**src/rtl/tx_arbiter.sv**
```systemverilog
// tx_arbiter: round-robin share of one serial frame transmitter among
// NREQ result sources, with send/ack handshake, ack timeout and frame gap.
module tx_arbiter #(
  parameter int NREQ    = 4,
  parameter int GAP     = 72,
  parameter int TIMEOUT = 16
) (
  input  logic              clk,
  input  logic              clr,
  input  logic [NREQ-1:0]   req,
  input  logic [NREQ*40-1:0] req_data,
  input  logic [NREQ*8-1:0] req_id,
  output logic [NREQ-1:0]   grant,
  output logic [39:0]       tx_din,
  output logic [7:0]        tx_device_id,
  output logic              tx_send,
  input  logic              tx_ack,
  output logic              busy,
  output logic              err
);

  localparam int PW   = (NREQ > 1) ? $clog2(NREQ) : 1;
  localparam int CMAX = (GAP > TIMEOUT) ? GAP : TIMEOUT;
  localparam int CW   = $clog2(CMAX + 1);

  typedef enum logic [1:0] {
    S_IDLE,
    S_SEND,
    S_RELEASE,
    S_GAP
  } state_t;

  state_t          state;
  logic [PW-1:0]   ptr;
  logic [CW-1:0]   cnt;
  logic [PW-1:0]   win;
  logic [PW-1:0]   win_nxt;
  logic            found;
  logic [NREQ-1:0] win_oh;

  // Descending scan so the requester closest to ptr wins last.
  always_comb begin
    int j;
    j     = 0;
    win   = '0;
    found = 1'b0;
    for (int k = NREQ - 1; k >= 0; k--) begin
      j = int'(ptr) + k;
      if (j >= NREQ) j = j - NREQ;
      if (req[j]) begin
        win   = PW'(j);
        found = 1'b1;
      end
    end
  end

  assign win_nxt = (int'(win) == NREQ - 1) ? '0 : win + 1'b1;
  assign win_oh  = {{(NREQ-1){1'b0}}, 1'b1} << win;
  assign busy    = (state != S_IDLE);

  always_ff @(posedge clk or posedge clr) begin
    if (clr) begin
      state        <= S_IDLE;
      ptr          <= '0;
      cnt          <= '0;
      grant        <= '0;
      tx_din       <= '0;
      tx_device_id <= '0;
      tx_send      <= 1'b0;
      err          <= 1'b0;
    end else begin
      grant <= '0;
      err   <= 1'b0;
      unique case (state)
        S_IDLE: begin
          if (found) begin
            tx_din       <= req_data[40*int'(win) +: 40];
            tx_device_id <= req_id[8*int'(win) +: 8];
            tx_send      <= 1'b1;
            grant        <= win_oh;
            ptr          <= win_nxt;
            cnt          <= '0;
            state        <= S_SEND;
          end
        end
        S_SEND: begin
          if (tx_ack) begin
            tx_send <= 1'b0;
            state   <= S_RELEASE;
          end else if (cnt == CW'(TIMEOUT - 1)) begin
            tx_send <= 1'b0;
            err     <= 1'b1;
            cnt     <= CW'(GAP - 1);
            state   <= S_GAP;
          end else begin
            cnt <= cnt + 1'b1;
          end
        end
        S_RELEASE: begin
          if (!tx_ack) begin
            cnt   <= CW'(GAP - 1);
            state <= S_GAP;
          end
        end
        S_GAP: begin
          if (cnt == '0) state <= S_IDLE;
          else cnt <= cnt - 1'b1;
        end
        default: state <= S_IDLE;
      endcase
    end
  end

endmodule

```
**config.mk**
```make
export PLATFORM = sky130hd
export DESIGN_NAME = tx_arbiter
export DESIGN_NICKNAME = d
export VERILOG_FILES = /design/src/rtl/tx_arbiter.sv
export SDC_FILE = /design/constraint.sdc
export NUM_CORES = 1
export LEC_CHECK = 0
export BUFFER_PORTS_ARGS = -buffer_cell sky130_fd_sc_hd__buf_2
export CAP_MARGIN = 40
export CORE_MARGIN = 3
export CORE_UTILIZATION = 40
export DETAILED_ROUTE_END_ITERATION = 7
export PLACE_DENSITY = 0.77
export SYNTH_ARGS = -nofsm -noshare
export SYNTH_HDL_FRONTEND = slang
export SYNTH_SLANG_ARGS = --single-unit
```
**constraint.sdc**
```tcl
create_clock -name clk -period 1.8 [get_ports clk]
set_input_delay 0.18 -clock clk [delete_from_list [all_inputs] [get_ports clk]]
set_output_delay 0.18 -clock clk [all_outputs]
set_load 0.05 [all_outputs]
```
After elaboration in Yosys (flattened, before gate mapping)
Index checks and enable logic that the tools add are counted.
W data, S select, Z words.

storage, ports and cells
  bits in registers = 65
  input port bits = 199
  output and inout port bits = 55
  logic and storage cells = 95

cells by class
  add/sub/neg operators = 10
  $mul = 1
  order comparisons = 8
  eq/ne operators = 11
  shift operators = 3
  mux-type cells = 46
  reductions and logical operators = 8

operators with widths
  kind                   count
  $shiftx A160 B9 Y40    1
  $lt A32 B4 Y1 const B  4
  $mux W32               4
  $mux W7                5
  $shiftx A32 B6 Y8      1
  $pmux W7 S4            1
  $mux W2                10
  $mux W1                18
  $sub A3 B3 Y4 const B  3
  $ne A2 B2 Y1 const B   5
  $ge A3 B3 Y1 const B   3
  $bmux W1 S2            4
  $mux W4                2
  $pmux W2 S4            1
  $reduce_and A4 Y1      2
  $add A7 B1 Y7 const B  1
  $eq A7 B4 Y1 const B   1
  $logic_not A7 Y1       1
  $sub A7 B1 Y7 const B  1
  $add A2 B2 Y3 const B  2
  $mul A3 B2 Y5 const A  1
  $eq A2 B1 Y1 const B   2
  $eq A2 B2 Y1 const B   2
  $reduce_bool A2 Y1     2
  other kinds (10)       10

Logic depth before layout (Yosys ltp)
Gate-level depths: netlist of run 1.

  word-level depth = 13
  gate-level depth with buffers = 9
  mapped depth without buffers = 7

Least setup slack after synthesis of run 1
Ideal clock, no wire load.

  path kind = register to register
  from = reg state[0]
  to = reg tx_device_id[0]
  setup time = 142 ps
  arrival time = 2052 ps
  required time = 1658 ps
  slack = -394 ps
  stages on the path, launching flop included = 10
  cell sequence = dfrtp_1 inv_1 ha_1 clkbuf_8 inv_1 nor2_1 and3_1 clkbuf_1 clkbuf_1 a211oi_1

on the way
  longest elaborated chain between the ends = 2

RTL lines
  element                             RTL line  RTL
  from (decl)                         33        state_t state;
  from (signal assigned)              63        state <= S_IDLE;
  from (signal assigned)              83        state <= S_SEND;
  from (signal assigned)              89        state <= S_RELEASE;
  $logic_not A2 Y1                    74        unique case (state)
  $reduce_and A2 Y1 (no source line)  -
  to (signal assigned)                78        tx_device_id <= req_id[8*int'(win) +: 8];
  to (decl)                           15        output logic [7:0] tx_device_id,

Every way passes these cells.
A chain may end at the register's enable or synchronous reset.

Worst setup path after layout of run 1
  from = reg ptr[1]
  to = reg ptr[1]

on the way
  longest elaborated chain between the ends = 12
  elaborated cells on any way between the ends = 39
  those cells by class = add/sub (8); order compare (4); eq/ne (1); mux (25); reduce/logical (1)

RTL lines
  element                                               RTL line  RTL
  from (decl)                                           34        logic [PW-1:0] ptr;
  from (signal assigned)                                81        ptr <= win_nxt;
  $add A2 B2 Y3                                         48        j = int'(ptr) + k;
  $sub A3 B3 Y4 / $ge A3 B3 Y1 (equally long branches)  49        if (j >= NREQ) j = j - NREQ;
  $mux W32                                              49
  $bmux W1 S2                                           50        if (req[j]) begin
  $mux W1 (implied by the code) (2 in a row)            50
  $mux W2 (3 in a row)                                  50
  $mux W2 *                                             50
  $add A2 B1 Y2 / $eq A2 B1 Y1 (equally long branches)  57        assign win_nxt = (int'(win) == NREQ - 1) ? '0 : win + 1'b1;
  $mux W2 *                                             57
  net win_nxt[1]                                        37        logic [PW-1:0] win_nxt;

The timed path passes the listed nets; every way through them passes the cells marked *. The select of a mux whose other input is x is not followed.

==> out/qor.csv, run 1 <==
metric,value,unit
first_pass_iters,6,
fin_skew,11.7,ps
die-width,110,um
relSlewSlack,56.2,%
synth_cells,468,
clk_latency,340,ps
design_area,6600,um2
cp-start-kind,flop,
htreeDepth,3,
regArea,1630,um2
pre_cts_slack,-93.5,ps
grt_pass1_vias,4724,
min_period,1780,ps
required,2020,ps
rows,37,
grt_use_total,24.9,%
drc,0,
cts-root-buf,clkbuf_8,
status,"complete, no violations",
wl_per_cell,18.2,um
vias_per_cell,5.53,
cellLeakagePower,0.00327,uW
pwr-share-clk,11.2,%
vias,4880,
path_class,flop to flop,
syn_area_per_cell,9.26,um2
multi_input_area,2740,um2
dieHeight,110,um
endpoint_kind,flop,
switching_share,51.1,%
hold_class,input pin to flop,
grt_max_degree,49,
start_util,41.6,%
clk_pin_slew_worst_paths,70,ps
synthesis.area,4330,um2
rsz0062_at_grt,true,
pwr-share-seq,20.6,%
finalHoldViolations,0,
layout-drive-gt1-share,53.5,%
worstPathArrival,2000,ps
synth_seq_cells,65,
ios,254,
fmax,563,MHz
antenna_found_initial,1,
tightest_slew,656,ps
clk_path_buf_depth,2,
finalCritPeriodShare,98.8,%
fin_nets,948,
coreArea,10400,um2
globalplace.congestion,0.855,
grt_pass1_wl,23.5,mm
numCtsBuffers,9,
setup_viol,0,
drt_iter0_markers,350,
cts_tree,built,
port_buffers,253,
synth_cell_types,56,
crit_fanout,24,
ant_nets,0,
areaGrowthSynthToFinish,52.2,%
yosysWarnings,0,
setup_slack,22.2,ps
fill_cells,874,
dieArea,12100,um2
synth_nets,674,
drv_slew,0,
p_int,6130,uW
maxCapViolCount,0,
switching_power,6400,uW
power_density,1900,nW/um2
grt-ovfl-total,0,
synth_seq_area_share,37.5,%
post-dp-hpwl,12.4,mm
cts_sinks,65,
power_frac_comb,68.1,%
wl,16.1,mm
postPlaceCellArea,6060,um2
ir_drop,1.14,mV
## power by group through the flow
| stage | clock network, uW | registers, uW | logic, uW |
|---|---|---|---|
| after floorplan | 0 | 4560 | 3680 |
| after global placement | 0 | 2570 | 7720 |
| after detailed placement | 0 | 2580 | 7930 |
| after CTS | 1450 | 2580 | 8080 |
| after global routing | 1520 | 2670 | 9140 |
| final | 1410 | 2590 | 8540 |
## stage by stage
| stage | utilization, % | hold slack [ps] | std cells | total power (uW) | setup TNS, ps |
|---|---|---|---|---|---|
| global route | 63.3 | 160 | 883 | 13300 | -429 |
| finish | 63.3 | 158 | 883 | 12500 | 0 |
| CTS | 61.0 | 148 | 879 | 12100 | 0 |
| floorplan | - | 318 | 468 | 8240 | -7500 |
| global placement | 58.2 | 291 | 862 | 10300 | -75.0 |
| detailed placement | 58.2 | 294 | 862 | 10500 | -2260 |
## synth_stat cells, drive strengths merged
cell | n | share of area [%]
a211oi | 97 | 18
a22oi | 1 | 0.17
clkbuf | 21 | 2.1
buf | 21 | 3.0
o31ai | 2 | 0.35
and2 | 1 | 0.14
nand4 | 1 | 0.14
mux2i | 48 | 11
nand2b | 3 | 0.43
o211ai | 1 | 0.17
o21ai | 15 | 1.8
a21oi | 7 | 0.81
o22a | 1 | 0.20
o311a | 1 | 0.23
a2bb2oi | 1 | 0.35
nor2b | 2 | 0.29
a31oi | 1 | 0.14
or3b | 1 | 0.20
or2 | 1 | 0.14
or4 | 2 | 0.46
and3 | 52 | 7.6
o221ai | 2 | 0.40
nor4 | 1 | 0.14
nand3 | 3 | 0.35
or3 | 2 | 0.32
nor2 | 63 | 5.5
dfrtp | 65 | 38
a21boi | 1 | 0.17
ha | 7 | 2.0
o21a | 1 | 0.17
mux2 | 2 | 0.61
inv | 13 | 1.1
o2111ai | 1 | 0.35
a2111oi | 1 | 0.35
o22ai | 2 | 0.29
nand2 | 16 | 1.5
a221o | 2 | 0.49
a21o | 2 | 0.40
a41oi | 1 | 0.20
nor3 | 2 | 0.35
o211a | 1 | 0.23
## state kept, by name, summed over array words and instances, names as in the netlist
signal        cells
tx_send           1
ptr               2
tx_din           40
state             2
grant             4
cnt               7
tx_device_id      8
err               1
## logic make-up after synthesis
logic type | share of synthesized area, %
fa+ha+maj | 2.02
flops | 37.5
compound gates | 24.9
buf+inv | 6.27
mux | 11.7
simple gates | 17.6
## timing repair
action | in CTS | in global routing
pin swaps | 1 | 7
hold buffers | 1 | 0
setup buffers | 1 | 3
gates resized for setup | 15 | 51
endpoints found under the hold margin | 26 | 0
endpoints found under the setup margin | 56 | 57
## final timing paths
kind / cells past startpoint / slack, ps / end / from
setup reg to reg: 8 / 20 / ptr[1] / ptr[1]
setup / recovery: 8 / 20 / ptr[1] / ptr[1]
hold / removal: 3 / 160 / tx_din[1] / req_data[1]
hold reg to reg: 2 / 510 / ptr[0] / ptr[0]
min in group asynchronous: 3 / 480 / tx_din[29] / clr
max in group asynchronous: 4 / 770 / tx_din[26] / clr
## routing by layer
layer  track usage, %  part of all wire (%)  vias to the layer above
li1                 -                     -                     2305
met1             32.0                    40                     2329
met2             42.2                    51                      212
met3             5.30                   6.4                       34
met4             7.39                   2.4                        0
met5                0                     0                        -
## placed cells by master (no fill, tap or decap), drive strengths merged, types with 2 or more instances in the layout
master | Yosys | final
mux2i | 48 | 48
nor2b | 2 | 2
inv | 13 | 11
clkbuf | 21 | 11
nand2 | 16 | 16
dfrtp | 65 | 65
o221ai | 2 | 2
a21oi | 7 | 7
nand2b | 3 | 3
a21o | 2 | 2
nor2 | 63 | 63
bufinv | 0 | 2
nor3 | 2 | 2
o31ai | 2 | 2
a211oi | 97 | 97
ha | 7 | 7
a221o | 2 | 2
o22ai | 2 | 2
and3 | 52 | 52
o21ai | 15 | 15
nand3 | 3 | 3
or4 | 2 | 2
mux2 | 2 | 2
or3 | 2 | 2
buf | 21 | 304
clkinvlp | 0 | 3
## area by class of cell
cell class / count / area share, %
multi-input combinational: 348 / 41.5
timing repair buffer: 305 / 26.9
sequential: 65 / 24.7
tap: 136 / 2.58
clock buffer: 11 / 2.30
clock inverter: 4 / 1.16
inverter: 13 / 0.854
antenna: 1 / 0.0379
## critical path: stages (launching register included)
cell     delay, ps
dfrtp_1        420
mux2_2         380
nand2_4        100
nand2_4        100
buf_12         190
inv_2          100
ha_1           230
nand2_1         50
o21ai_0         70
(Power assumes the default switching activity.)
==> inputs of run 2 (changes only) <==
- CAP_MARGIN: 40 -> 25
- CORE_MARGIN: 3 -> unset
- clock period: 1.8 -> 1.62 ns (I/O delays scaled with it)
==> run 2 against run 1 <==
  * Highest routed layer unchanged
  * Clock skew is 4.3 ps lower
  * First-iteration DRC count is 39% higher
  * Maximum frequency is 6.3% lower
  * Sequential cell count stayed put
  * Register-to-register slack worse by 300 ps
  * Die area is 7.1% lower
  * Sequential power is 14% higher
  * The run now ends with setup timing left
==> out/qor.csv, run 2 (same netlist as run 1, synthesis figures left out) <==
metric,value,unit,change
ir_drop,1.27,mV,+11%
reg_top3,"tx_din (40), tx_device_id (8), cnt (7)",,
finalCritPeriodShare,117,%,+18 points
p_total,18300,uW,+46%
finalSetupTns,-11120,ps,-11120 ps
setup_viol,60,,+60
vias,5623,,+15%
cellLeakagePower,0.00385,uW,+18%
fin_cells,945,,+7.0%
dieArea,11300,um2,-7.1%
r2r_cells,8,,unchanged
slowest_stage,dfrtp_2,,
drv_slew,0,,unchanged
path_class,flop to flop,,
crit_fanout,5,,-79%
antenna_found_initial,0,,-1
power_frac_comb,75.0,%,+6.9 points
grt_use_total,33.4,%,+8.4 points
switching_share,49.6,%,-1.5 points
fmax,527,MHz,-6.3%
setup_slack,-277,ps,-299 ps
hold_class,input pin to flop,,
p_int,9210,uW,+50%
vias_per_cell,5.95,,+7.7%
ios,254,,unchanged
fill_cells,624,,-29%
numCtsBuffers,9,,unchanged
clk_path_buf_depth,2,,unchanged
globalplace.congestion,0.860,,+0.63%
rsz0062_at_grt,true,,
grt_max_degree,66,,+35%
fin_nets,1010,,+6.5%
drc,0,,unchanged
grt-ovfl-total,0,,unchanged
layout-drive-gt1-share,67.2,%,+14 points
areaGrowthSynthToFinish,92.2,%,
slowest_delay,460,ps,+40 ps
rows,37,,unchanged
endpoint_kind,flop,,
die-width,106,um,-3.6%
pwr-share-seq,16.1,%,-4.5 points
finalHoldViolations,0,,unchanged
port_buffers,253,,unchanged
status,"finished, violations left",,
first_pass_iters,5,,-1
holdPathStages,3,,unchanged
dieHeight,106,um,-3.6%
tightest_slew,380,ps,-275 ps
cts_tree,built,,
pre_cts_slack,-336,ps,-243 ps
maxCapViolCount,0,,unchanged
relSlewSlack,74.6,%,+18 points
cts_sinks,65,,unchanged
required,1880,ps,-140 ps
crit_path_frequent_cell,buf_12,,
pwr-share-clk,8.8,%,-2.4 points
power_density,2190,nW/um2,+15%
drt_iter0_markers,485,,+39%
grt_pass1_vias,5364,,+14%
clk_latency,350,ps,about the same
largest_reg_flops,40,,unchanged
ant_nets,0,,unchanged
worstPathArrival,2150,ps,+150 ps
final_common_cell,buf_2,,
violations,setup timing,,
fin_skew,7.34,ps,-4.32 ps
cp-start-kind,flop,,
path_cells,"a21boi_4, a2bb2oi_4, buf_12, buf_12, nand2_8, clkbuf_16, mux2i_1, a211oi_1",,
layout_common_cells,"252 x buf_2, 64 x dfrtp_1, 63 x a211oi_2",,
clk_pin_slew_worst_paths,80,ps,about the same
grt_pass1_wl,28.5,mm,+21%
wl_per_cell,23.1,um,+27%
regMostFlops,tx_din,,
diodes,0,,-1
post-dp-hpwl,11.9,mm,-4.1%
start_util,41.6,%,unchanged
dpl.cell_count,872,,+1.2%
wl,21.9,mm,+36%
switching_power,9070,uW,+42%
min_period,1900,ps,+119 ps
coreArea,10400,um2,unchanged
htreeDepth,3,,unchanged
cts-root-buf,clkbuf_8,,
## run 2: timing repair
action,CTS,global route
pin swaps,29,59
gates resized for setup,129,113
endpoints found under the hold margin,65,0
endpoints found under the setup margin,60,61
gates cloned,13,14
hold buffers,1,0
setup buffers,19,16
## run 2: layout make-up
class                      count  area [um2]  share of cell area [%]
multi-input combinational    351        3380                    40.6
timing repair buffer         364        2860                    34.3
sequential                    65        1630                    19.5
tap                          136         170                    2.04
clock buffer                  10         138                    1.65
clock inverter                 6        90.1                    1.08
inverter                      13        61.3                   0.736
## run 2: per-stage QoR
step / hold WS, ps / util (%) / instance area (um2)
CTS: 113 / 71.8 / 7480
detailed placement: 289 / 59.2 / 6160
global placement: 283 / 59.2 / 6160
finish: 121 / 80.0 / 8330
global route: 113 / 80.0 / 8330
floorplan: 300 / - / 4450
## run 2: power by group through the flow
stage	logic, uW	registers (uW)	clock network [uW]
after floorplan	4110	5070	0
after global placement	8790	2860	0
after detailed placement	9010	2880	0
after CTS	11600	2880	1620
after global routing	14200	3010	1690
final	13700	2950	1620
## run 2: final timing paths
path / from / end / slack (ps)
worst max register to register: ptr[1] / tx_device_id[5] / -280
worst min-delay path: req_data[20] / tx_din[20] / 120
worst max-delay path: ptr[1] / tx_device_id[5] / -280
max in group asynchronous: clr / ptr[1] / 840
min in group asynchronous: clr / grant[2] / 420
worst min register to register: tx_send / tx_send / 490
## run 2: critical path, delay by kind of cell (launching register included)
family                 cells  cell delay [ps]
DFF                        1              460
AOI/OAI and AO/OA          3              670
buffers and inverters      3              440
muxes                      1              140
and+or+nand+nor            1               80
## run 2: routing by layer
| metal | wire length, um | global-route usage (%) | part of all wire [%] | vias up |
|---|---|---|---|---|
| li1 | - | - | - | 2428 |
| met4 | 1180 | 10.6 | 5.4 | 0 |
| met1 | 8250 | 42.4 | 38 | 2722 |
| met2 | 10800 | 57.1 | 49 | 365 |
| met3 | 1650 | 6.38 | 7.6 | 108 |
| met5 | 0 | 0 | 0 | - |
==> inputs of run 3 (changes only) <==
- BUFFER_PORTS_ARGS: -buffer_cell sky130_fd_sc_hd__buf_2 -> -buffer_cell sky130_fd_sc_hd__buf_4
- CORE_UTILIZATION: 40 -> 25
- PLACE_DENSITY: 0.77 -> unset
==> run 3 against run 2 <==
  * The run still ends with setup timing left
  * Wire length fell by 17%
  * Clock power increased by 9%
  * Utilization decreased by 31 points
  * Non-clock buffer count decreased by 20
  * Total power fell by 11%
  * Register-to-register slack improved by 100 ps
  * First-iteration DRC count down 54%
==> out/qor.csv, run 3 (same netlist as run 1, synthesis figures left out) <==
metric,value,unit,change
finalCritPeriodShare,111,%,-6.2 points
design_area,8120,um2,-2.5%
crit_family,simple AND/OR/NAND/NOR gates,,
path_class,flop to flop,,
power_density,2000,nW/um2,-8.9%
p_int,8390,uW,-8.9%
drv_slew,0,,unchanged
areaGrowthSynthToFinish,87.5,%,
endpoint_kind,flop,,
maxCapViolCount,0,,unchanged
hold_class,input pin to flop,,
ant_nets,0,,unchanged
postPlaceCellArea,7020,um2,+14%
finalSetupTns,-6510,ps,+4610 ps
vias_per_cell,4.93,,-17%
post-dp-hpwl,13.8,mm,+16%
dieHeight,134,um,+26%
rows,47,,+27%
grt_use_total,19.9,%,-14 points
min_from,req_data[102],,
drt_iter0_markers,225,,-54%
fin_skew,7.96,ps,+0.616 ps
pre_cts_slack,-358,ps,-21.8 ps
r2r_end,state[1],,
cts_sinks,65,,unchanged
clk_latency,340,ps,about the same
r2r_slack,-180,ps,+100 ps
port_buffers,253,,unchanged
ios,254,,unchanged
drc,0,,unchanged
grt_pass1_vias,5177,,-3.5%
wl_per_cell,18.1,um,-22%
layout-drive-gt1-share,61.2,%,-6.0 points
largest_reg_flops,40,,unchanged
status,"finished, violations left",,
cellLeakagePower,0.00378,uW,-1.9%
coreArea,16800,um2,+61%
cp.buffers_inverters,1,,-2
final_common_cell,buf_4,,
wl,18.2,mm,-17%
fin_nets,987,,-2.3%
slowest_stage,or3b_4,,
numCtsBuffers,9,,unchanged
switching_power,7840,uW,-14%
vias,4964,,-12%
dieArea,17900,um2,+59%
min_period,1800,ps,-101 ps
htreeDepth,3,,unchanged
clk_path_buf_depth,2,,unchanged
grt_max_degree,38,,-42%
setup_viol,60,,unchanged
worstPathArrival,2020,ps,-130 ps
pwr-share-clk,10.9,%,+2.1 points
pwr-share-seq,17.9,%,+1.8 points
antenna_found_initial,0,,unchanged
path_depth,6,,-2
cts-root-buf,clkbuf_16,,
startpoint,cnt[1],,
reg_top3,"tx_din (40), tx_device_id (8), cnt (7)",,
switching_share,48.3,%,-1.3 points
start_util,25.9,%,-16 points
ir_drop,0.827,mV,-35%
clk_pin_slew_worst_paths,60,ps,-20 ps
relSlewSlack,66.7,%,-7.9 points
path_cells,"inv_1, ha_2, or3b_4, o21ai_2, o2111ai_2, mux2_4",,
r2r_cells,6,,-2
die-width,134,um,+26%
rsz0062_at_grt,true,,
cts_tree,built,,
fmax,557,MHz,+5.6%
cp-start-kind,flop,,
required,1840,ps,-40 ps
whs,135,ps,+13.9 ps
layout_common_cells,"307 x buf_4, 64 x dfrtp_1, 58 x nor2_1",,
regMostFlops,tx_din,,
diodes,0,,unchanged
holdPathStages,3,,unchanged
slowest_delay,430,ps,-30 ps
fill_cells,1576,,+150%
p_total,16200,uW,-11%
crit_fanout,5,,unchanged
reg2reg_from,cnt[1],,
first_pass_iters,4,,-1
finalHoldViolations,0,,unchanged
grt_pass1_wl,27.1,mm,-5.0%
tightest_slew,499,ps,+118 ps
power_frac_comb,71.1,%,-3.9 points
setup_slack,-176,ps,+101 ps
min_to,tx_din[22],,
violations,setup timing,,
grt-ovfl-total,0,,unchanged
globalplace.congestion,0.857,,-0.29%
## run 3: cell type report
class | instances | area [um2] | area share (%)
clock buffer | 10 | 229 | 2.82
tap | 220 | 275 | 3.39
clock inverter | 6 | 35.0 | 0.431
multi-input combinational | 348 | 2990 | 36.8
sequential | 65 | 1630 | 20.0
inverter | 13 | 56.3 | 0.693
timing repair buffer | 344 | 2910 | 35.8
## run 3: tightest hold or removal path: stages
cell,delay (ps)
buf_4,90
a211oi_2,50
a211oi_2,120
## run 3: worst max path at each step
stage | end
finish | state[1]
global route | state[1]
CTS | tx_din[9]
detailed placement | tx_device_id[0]
global placement | tx_din[29]
floorplan | tx_din[19]
## run 3: routing by layer
layer  vias up  wire length [um]  global-route usage [%]
met3        34               997                    4.45
li1       2378                 -                       -
met2       183              9510                    35.7
met5         -                 0                       0
met4         0               551                    7.95
met1      2369              7140                    22.6
## run 3: repair_timing
item                       4_1_cts  5_1_grt
gates cloned                     2        2
gates resized for setup         83       54
pin swaps                       14       13
hold endpoints to repair        65        0
setup endpoints to repair       61       62
buffers inserted                17        3
hold buffers                     1        0
## run 3: power by group through the flow
stage	Combinational [uW]	Sequential, uW	Clock [uW]
after floorplan	4110	5070	0
after global placement	9710	2890	0
after detailed placement	9850	2900	0
after CTS	10900	2910	1830
after global routing	12300	3000	1880
final	11500	2910	1770
## run 3: stage by stage
stage          cells  util, %
2_1_floorplan    468        -
3_3_place_gp     968     41.9
3_5_place_dp     968     41.9
4_1_cts         1003     46.6
5_1_grt         1006     48.5
6_report        1006     48.5
